File: src/rtl/mem_arbiter_pkg.sv
// Shared types and defaults for the cache-to-memory arbiter: FSM states,
// owner codes, block/word sizes and the round-robin pick rule.
package mem_arbiter_pkg;

    localparam int WORD_SIZE       = 32;
    localparam int BLOCK_SIZE      = 256;
    localparam int MEM_LATENCY_DEF = 4;

    typedef enum logic [1:0] {
        ARB_IDLE   = 2'd0,
        ARB_ACCESS = 2'd1,
        ARB_WAIT   = 2'd2,
        ARB_DONE   = 2'd3
    } arb_state_t;

    typedef enum logic {
        ARB_I = 1'b0,
        ARB_D = 1'b1
    } arb_owner_t;

    // On a tie the requester that was not served last wins.
    function automatic arb_owner_t pick_owner(input logic i_req, input logic d_req,
                                              input arb_owner_t last_grant);
        arb_owner_t winner;
        if (i_req && d_req)
            winner = (last_grant == ARB_I) ? ARB_D : ARB_I;
        else if (d_req)
            winner = ARB_D;
        else
            winner = ARB_I;
        return winner;
    endfunction

endpackage

File: src/rtl/mem_arbiter_lat.sv
// Loadable down-counter that times the fixed memory latency; last marks
// the cycle in which read data is valid.
module mem_lat_counter #(
    parameter int MAX = 4
) (
    input  logic clk,
    input  logic rst,
    input  logic load,
    input  logic en,
    output logic last
);
    localparam int W = (MAX < 1) ? 1 : $clog2(MAX + 1);

    logic [W-1:0] count;

    always_ff @(posedge clk) begin
        if (rst)
            count <= '0;
        else if (load)
            count <= W'(MAX);
        else if (en && count != '0)
            count <= count - 1'b1;
    end

    assign last = (count == W'(1));

endmodule

File: src/rtl/mem_arbiter.sv
// Round-robin arbiter sharing one fixed-latency memory block port between
// the icache refill path and the dcache refill/write-back path.
module mem_arbiter
    import mem_arbiter_pkg::*;
#(
    parameter int ADDR_W      = WORD_SIZE,
    parameter int BLOCK_W     = BLOCK_SIZE,
    parameter int MEM_LATENCY = MEM_LATENCY_DEF
) (
    input  logic               clk,
    input  logic               rst,
    input  logic               i_req,
    input  logic [ADDR_W-1:0]  i_addr,
    output logic               i_ready,
    output logic [BLOCK_W-1:0] i_rdata,
    input  logic               d_req,
    input  logic               d_we,
    input  logic [ADDR_W-1:0]  d_addr,
    input  logic [BLOCK_W-1:0] d_wdata,
    output logic               d_ready,
    output logic [BLOCK_W-1:0] d_rdata,
    output logic               mem_en,
    output logic               mem_we,
    output logic [ADDR_W-1:0]  mem_addr,
    output logic [BLOCK_W-1:0] mem_wdata,
    input  logic [BLOCK_W-1:0] mem_rdata,
    output logic               busy
);

    arb_state_t         state, state_next;
    arb_owner_t         owner, last_grant, grant;
    logic               we_q;
    logic [ADDR_W-1:0]  addr_q;
    logic [BLOCK_W-1:0] wdata_q;
    logic               cnt_load, cnt_en, cnt_last;

    assign grant     = pick_owner(i_req, d_req, last_grant);
    assign mem_addr  = addr_q;
    assign mem_wdata = wdata_q;

    mem_lat_counter #(.MAX(MEM_LATENCY)) u_lat (
        .clk  (clk),
        .rst  (rst),
        .load (cnt_load),
        .en   (cnt_en),
        .last (cnt_last)
    );

    always_ff @(posedge clk) begin
        if (rst)
            state <= ARB_IDLE;
        else
            state <= state_next;
    end

    // Every output is a decode of the state and latched registers, so a
    // request change never reaches the memory port in the same cycle.
    always_comb begin
        state_next = state;
        mem_en     = 1'b0;
        mem_we     = 1'b0;
        i_ready    = 1'b0;
        d_ready    = 1'b0;
        busy       = 1'b1;
        cnt_load   = 1'b0;
        cnt_en     = 1'b0;
        case (state)
            ARB_IDLE: begin
                busy = 1'b0;
                if (i_req || d_req)
                    state_next = ARB_ACCESS;
            end
            ARB_ACCESS: begin
                mem_en     = 1'b1;
                mem_we     = we_q;
                cnt_load   = 1'b1;
                state_next = ARB_WAIT;
            end
            ARB_WAIT: begin
                cnt_en = 1'b1;
                if (cnt_last)
                    state_next = ARB_DONE;
            end
            ARB_DONE: begin
                i_ready    = (owner == ARB_I);
                d_ready    = (owner == ARB_D);
                state_next = ARB_IDLE;
            end
            default: state_next = ARB_IDLE;
        endcase
    end

    always_ff @(posedge clk) begin
        if (rst) begin
            owner      <= ARB_I;
            last_grant <= ARB_I;
            we_q       <= 1'b0;
            addr_q     <= '0;
            wdata_q    <= '0;
            i_rdata    <= '0;
            d_rdata    <= '0;
        end else begin
            if (state == ARB_IDLE && (i_req || d_req)) begin
                owner   <= grant;
                we_q    <= (grant == ARB_D) && d_we;
                addr_q  <= (grant == ARB_D) ? d_addr : i_addr;
                wdata_q <= (grant == ARB_D) ? d_wdata : '0;
            end
            // Write-backs return nothing, so neither rdata register moves.
            if (state == ARB_WAIT && cnt_last && !we_q) begin
                if (owner == ARB_D)
                    d_rdata <= mem_rdata;
                else
                    i_rdata <= mem_rdata;
            end
            if (state == ARB_DONE)
                last_grant <= owner;
        end
    end

endmodule

File: config.mk
export PLATFORM = sky130hd
export DESIGN_NAME = mem_arbiter
export DESIGN_NICKNAME = d
export VERILOG_FILES = /design/src/rtl/mem_arbiter_pkg.sv /design/src/rtl/mem_arbiter_lat.sv /design/src/rtl/mem_arbiter.sv
export SDC_FILE = /design/constraint.sdc
export NUM_CORES = 2
export LEC_CHECK = 0
export ABC_AREA = 1
export CORE_AREA = 8 8 528 530
export DETAILED_ROUTE_END_ITERATION = 10
export DIE_AREA = 0 0 536 538
export GPL_TIMING_DRIVEN = 0
export SLEW_MARGIN = 20
export SYNTH_ARGS = -nofsm -noshare
export SYNTH_HDL_FRONTEND = slang
export SYNTH_HIERARCHICAL = 1
export SYNTH_SLANG_ARGS = --single-unit
File: constraint.sdc
create_clock -name clk -period 4.82 [get_ports clk]
set_input_delay 0.723 -clock clk [delete_from_list [all_inputs] [get_ports clk]]
set_output_delay 0.723 -clock clk [all_outputs]
set_load 0.05 [all_outputs]
# After elaboration in Yosys (flattened, before gate mapping)
# Cells that the tools add are included.
# word_totals
reg_bits	808
input_bits	581
# op_classes
addsub	1
eq_ne	6
n_mux	16
bitwise	1
reduce_logical	15
# ops
operator	n
$mux 256	1
$mux 32	1
$mux 1	9
$pmux 2 s4	1
$logic_and 1x1->1	6
$mux 3	2
$reduce_and 2->1	3
$eq 2x2->1 const B	2
$mux 2	2
$eq 3x1->1 const B	1
$reduce_bool 3->1	1
$sub 3x1->3 const B	1
$eq 2x1->1 const B	1
$logic_not 2->1	1
$ne 2x1->1 const B	1
$ne 2x2->1 const B	1
$reduce_bool 2->1	1
$reduce_or 2->1	1
$logic_not 1->1	1
$logic_or 1x1->1	1
$not 1->1	1

# Longest topological paths before layout
# depth
word_depth	5
ltp_mapped	12

# By module
# Netlist, hierarchy kept.
# by_module_without_submodules
module	instances	cells_per_inst	area_each_um2
mem_arbiter	1	4529	32702.6
mem_lat_counter	1	29	222.7

# Worst setup path after synthesis
# OpenSTA, ideal clock, no wires.
# synth_path
kind	reg2out
startpoint	register state[1]
endpoint	output port mem_we
t_arrival_ns	1.325
setup_slack_ns	2.772
stages_incl_launch_ff	5
cell_sequence	dfxtp_1 inv_1 ha_1 nand2_1 inv_1
# synth_between
elab_chain_len	2
# synth_rtl
item	line_no	source
start: declaration	mem_arbiter.sv:30	arb_state_t state, state_next;
start signal: assignment	mem_arbiter.sv:53	state <= state_next;
$eq 2x1->1	mem_arbiter.sv:67	case (state)
$mux 1	mem_arbiter.sv:67	
end: declaration	mem_arbiter.sv:23	output logic mem_we,
# Every way passes these cells.

# Worst setup path in the final report
# layout_path
startpoint	register state[0]
endpoint	register d_rdata[128]
# layout_between
elab_chain_len	4
# layout_rtl
item	line_no	source
$eq 2x2->1	mem_arbiter.sv:110	if (state == ARB_WAIT && cnt_last && !we_q) begin
$logic_and 1x1->1 (2 in series)	mem_arbiter.sv:110	
$reduce_and 2->1 (no source line)	n/a	
end signal: assignment	mem_arbiter.sv:112	d_rdata <= mem_rdata;
end: declaration	mem_arbiter.sv:21	output logic [BLOCK_W-1:0] d_rdata,
# Every way passes these cells.
# A chain may end at the register's enable or synchronous reset.

==> reports/metrics.csv <==
stage,metric,value,unit
status,status,completed,
worst_hold_path,hold_end,mem_wdata[110],
floorplanning,fp.dieW,536,um
clock_network,cts-resized-gates,0,
timing,setup_ws,1.257,ns
clock_network,clock_sinks,808,
timing,hold_slack,0.4589,ns
final_layout,final_common_cell,clkdlybuf4s50_1,
yosys,synth_nets,5147,
setup_path,critPathMaxFanout,10,
yosys,avgSynthCellArea,7.224,um2
global_route,track_usage,0.1755,
setup_path,r2r-end,d_rdata[128],
final_layout,syn_to_final_growth,66.21,%
global_route,antenna_found_initial,153,
worst_hold_path,hold_path_depth,2,
final_layout,n_fill_cell,30361,
placed_design,io_buffer_count,1384,
floorplanning,core_area,269800,um2
drt,drtAntennaViolNets,0,
timing,max_freq,280.6,MHz
clock_network,cts.clk_slew.worst_paths,0.06,ns
setup_path,rr_worst_depth,9,
global_route,grt_max_degree,15,
drt,wirelength,268800,um
yosys,netlist.area_leader.share,0.4913,
timing,fin_crit_sh,0.7393,
final_layout,nets,6636,
timing,tightest_slew,1.171,ns
yosys,synth.area.top_cells,"dfxtp_1 (49%), nand2_1 (13%), nor2_1 (10%)",
clock_network,cts_buffer_depth,4,
final_layout,fin_util,0.2028,
floorplanning,std_cell_rows,191,
clock_network,cts-root-buf,clkbuf_16,
setup_path,cp_top_family,simple AND/OR/NAND/NOR gates,
yosys,yosysUniqueCellTypes,22,
final_layout,layout.cells.non_filler,9733,
drt,post-route-drc-count,0,
setup_path,slowest_delay,0.64,ns
setup_path,path_buf_inv,3,
drt,drtIter0Drc,2957,
setup_path,timing.rr.start,state[0],
setup_path,endpoint_kind,register,
drt,dr_total_vias,37610,
clock_network,post_cts_buffers,0,
timing,slew_headroom,0.2170,
yosys,ys_ff_latch,808,
drt,routed_via_density,3.864,
clock_network,ctsHtreeMaxLevel,3,
clock_network,clock_latency,0.81,ns
global_route,grt-ovfl-total,0,
clock_network,cts_tree,yes,
placed_design,place_hpwl,233400,um
timing,drv_slew,0,
setup_path,worst_setup_path_start_kind,register,
placed_design,gp_congestion,0.9625,
placed_design,dp_cells,9513,
floorplanning,ios,1386,
power_and_ir_drop,power.density,426.0,nW/um2
timing,finalHoldViolations,0,
timing,fin_setup_tns,0,ns
drt,wl_per_cell,27.62,um
setup_path,critPathRequiredTime,5.49,ns
worst_hold_path,hold_class,register to register,
worst_hold_path,hold_start,mem_wdata[110],
yosys,synthCells,4558,
yosys,seq_area_frac_synth,0.4913,
setup_path,crit_chain,"inv_1, ha_1, nand2_1, nor2_4, nand2_2, buf_2, buf_1, nor2_1, nor2_1",
timing,finClkSkew,0.04288,ns
setup_path,crit_type,register to register,
timing,fin_crit,3.563,ns
floorplanning,dieArea,288400,um2
clock_network,postCtsHoldBufs,0,
final_layout,final_cell_mix,"clkdlybuf4s50_1 (1382), nand2_1 (1105), nor2_1 (875), dfxtp_1 (808), a21oi_1 (516)",
yosys,syn-cell-area,32930,um2
timing,rsz0062_at_grt,no,
global_route,grt_pass1_vias,35054,
flow_run,max_cap_viol_count,0,
power_and_ir_drop,ir_drop,292.6,uV
setup_path,crit_slowest_cell,nor2_4,
drt,first_pass_iters,5,
setup_path,cp-startpoint,state[0],
setup_path,r2r_setup_slack,1.26,ns
placed_design,dp_slack,0.8857,ns
floorplanning,dieHeight,538,um
power_and_ir_drop,p_leak,0.02139,uW
setup_path,arrival,4.23,ns
clock_network,cts_made_buffers,102,
yosys,yosysWarnings,6,
floorplanning,initial_core_util,0.1220,
yosys,yosysTopAreaCell,dfxtp_1,
final_layout,layout-drive-gt1-share,0.06206,
timing,finalSetupViolCount,0,
setup_path,cp_common_cell,nor2_1,
global_route,grt_pass1_wl,340700,um
[cell families after synthesis]
family / count (synthesis) / share of synthesized area
AND/OR/NAND/NOR: 2503 / 0.3354
flip-flops: 808 / 0.4913
buffers and inverters: 688 / 0.08600
AO/OA/AOI/OAI: 551 / 0.08429
adder cells (fa/ha/maj): 8 / 0.003040
[cell usage after synthesis]
cell type,count
nor2_1,875
nand2_1,1105
buf_1,31
o21ai_0,28
inv_1,302
nor3b_2,2
nor2_4,2
inv_2,3
nand4_1,258
buf_4,1
buf_2,196
a21boi_4,1
or2_2,1
a21oi_1,516
clkbuf_1,155
nand3_1,3
o21ai_2,1
ha_1,8
dfxtp_1,808
nand3b_1,256
nand2_2,1
o21ai_1,5
[power breakdown]
part | internal, uW | leakage, uW | switching (uW)
registers | 7230 | 0.00655 | 344
clock network | 4540 | 0.00163 | 3320
logic | 2140 | 0.0132 | 5740
[registers in the layout, indices dropped and copies added, names as in the netlist]
name and flops:
d_rdata 256, owner 1, state 2, last_grant 1, we_q 1, u_lat/count 3
mem_addr 32, mem_wdata 256, i_rdata 256
[routing by layer]
metal	global-route usage	share of wire	wire length, um
met1	0.1806	0.35	93990
met2	0.2945	0.46	123300
met3	0.1016	0.14	38170
met4	0.06850	0.047	12620
met5	0	0.0029	789
[worst register-to-register path: cells and delay by family, from the launching register on]
kind	cells	cell delay, ns
buffers and inverters	3	1.20
DFF	1	0.34
adders and majority gates	1	0.26
and+or+nand+nor	5	1.62
[how the worst max path moves through the flow]
| stage | end | slack, ns | depth (start not counted) |
|---|---|---|---|
| 6_report | d_rdata[128] | 1.26 | 9 |
| 5_1_grt | d_rdata[127] | 0.97 | 9 |
| 4_1_cts | d_rdata[128] | 0.99 | 9 |
| 3_5_place_dp | mem_wdata[75] | 0.89 | 6 |
| 3_3_place_gp | i_rdata[174] | 0.60 | 7 |
| 2_1_floorplan | mem_we | 2.77 | 4 |
[layout make-up]
cell class                      count  area, um2  share of cell area
Timing Repair Buffer             1385      13870              0.2535
Buffer                            383       1695             0.03098
Antenna cell                       40      100.1            0.001829
Inverter                          305       1145             0.02092
Clock buffer                      137       2854             0.05215
Multi-Input combinational cell   3062      13920              0.2543
Sequential cell                   808      16180              0.2956
Clock inverter                     43      498.0            0.009100
Tap cell                         3570       4467             0.08162
[per-stage QoR]
step                      area [um2]  power (uW)
after global placement         51250       15570
after CTS                      54620       23510
final                          54720       23310
after floorplan                32930       11730
after detailed placement       51270       15590
after global routing           54670       24200
(Power assumes the default switching activity.)
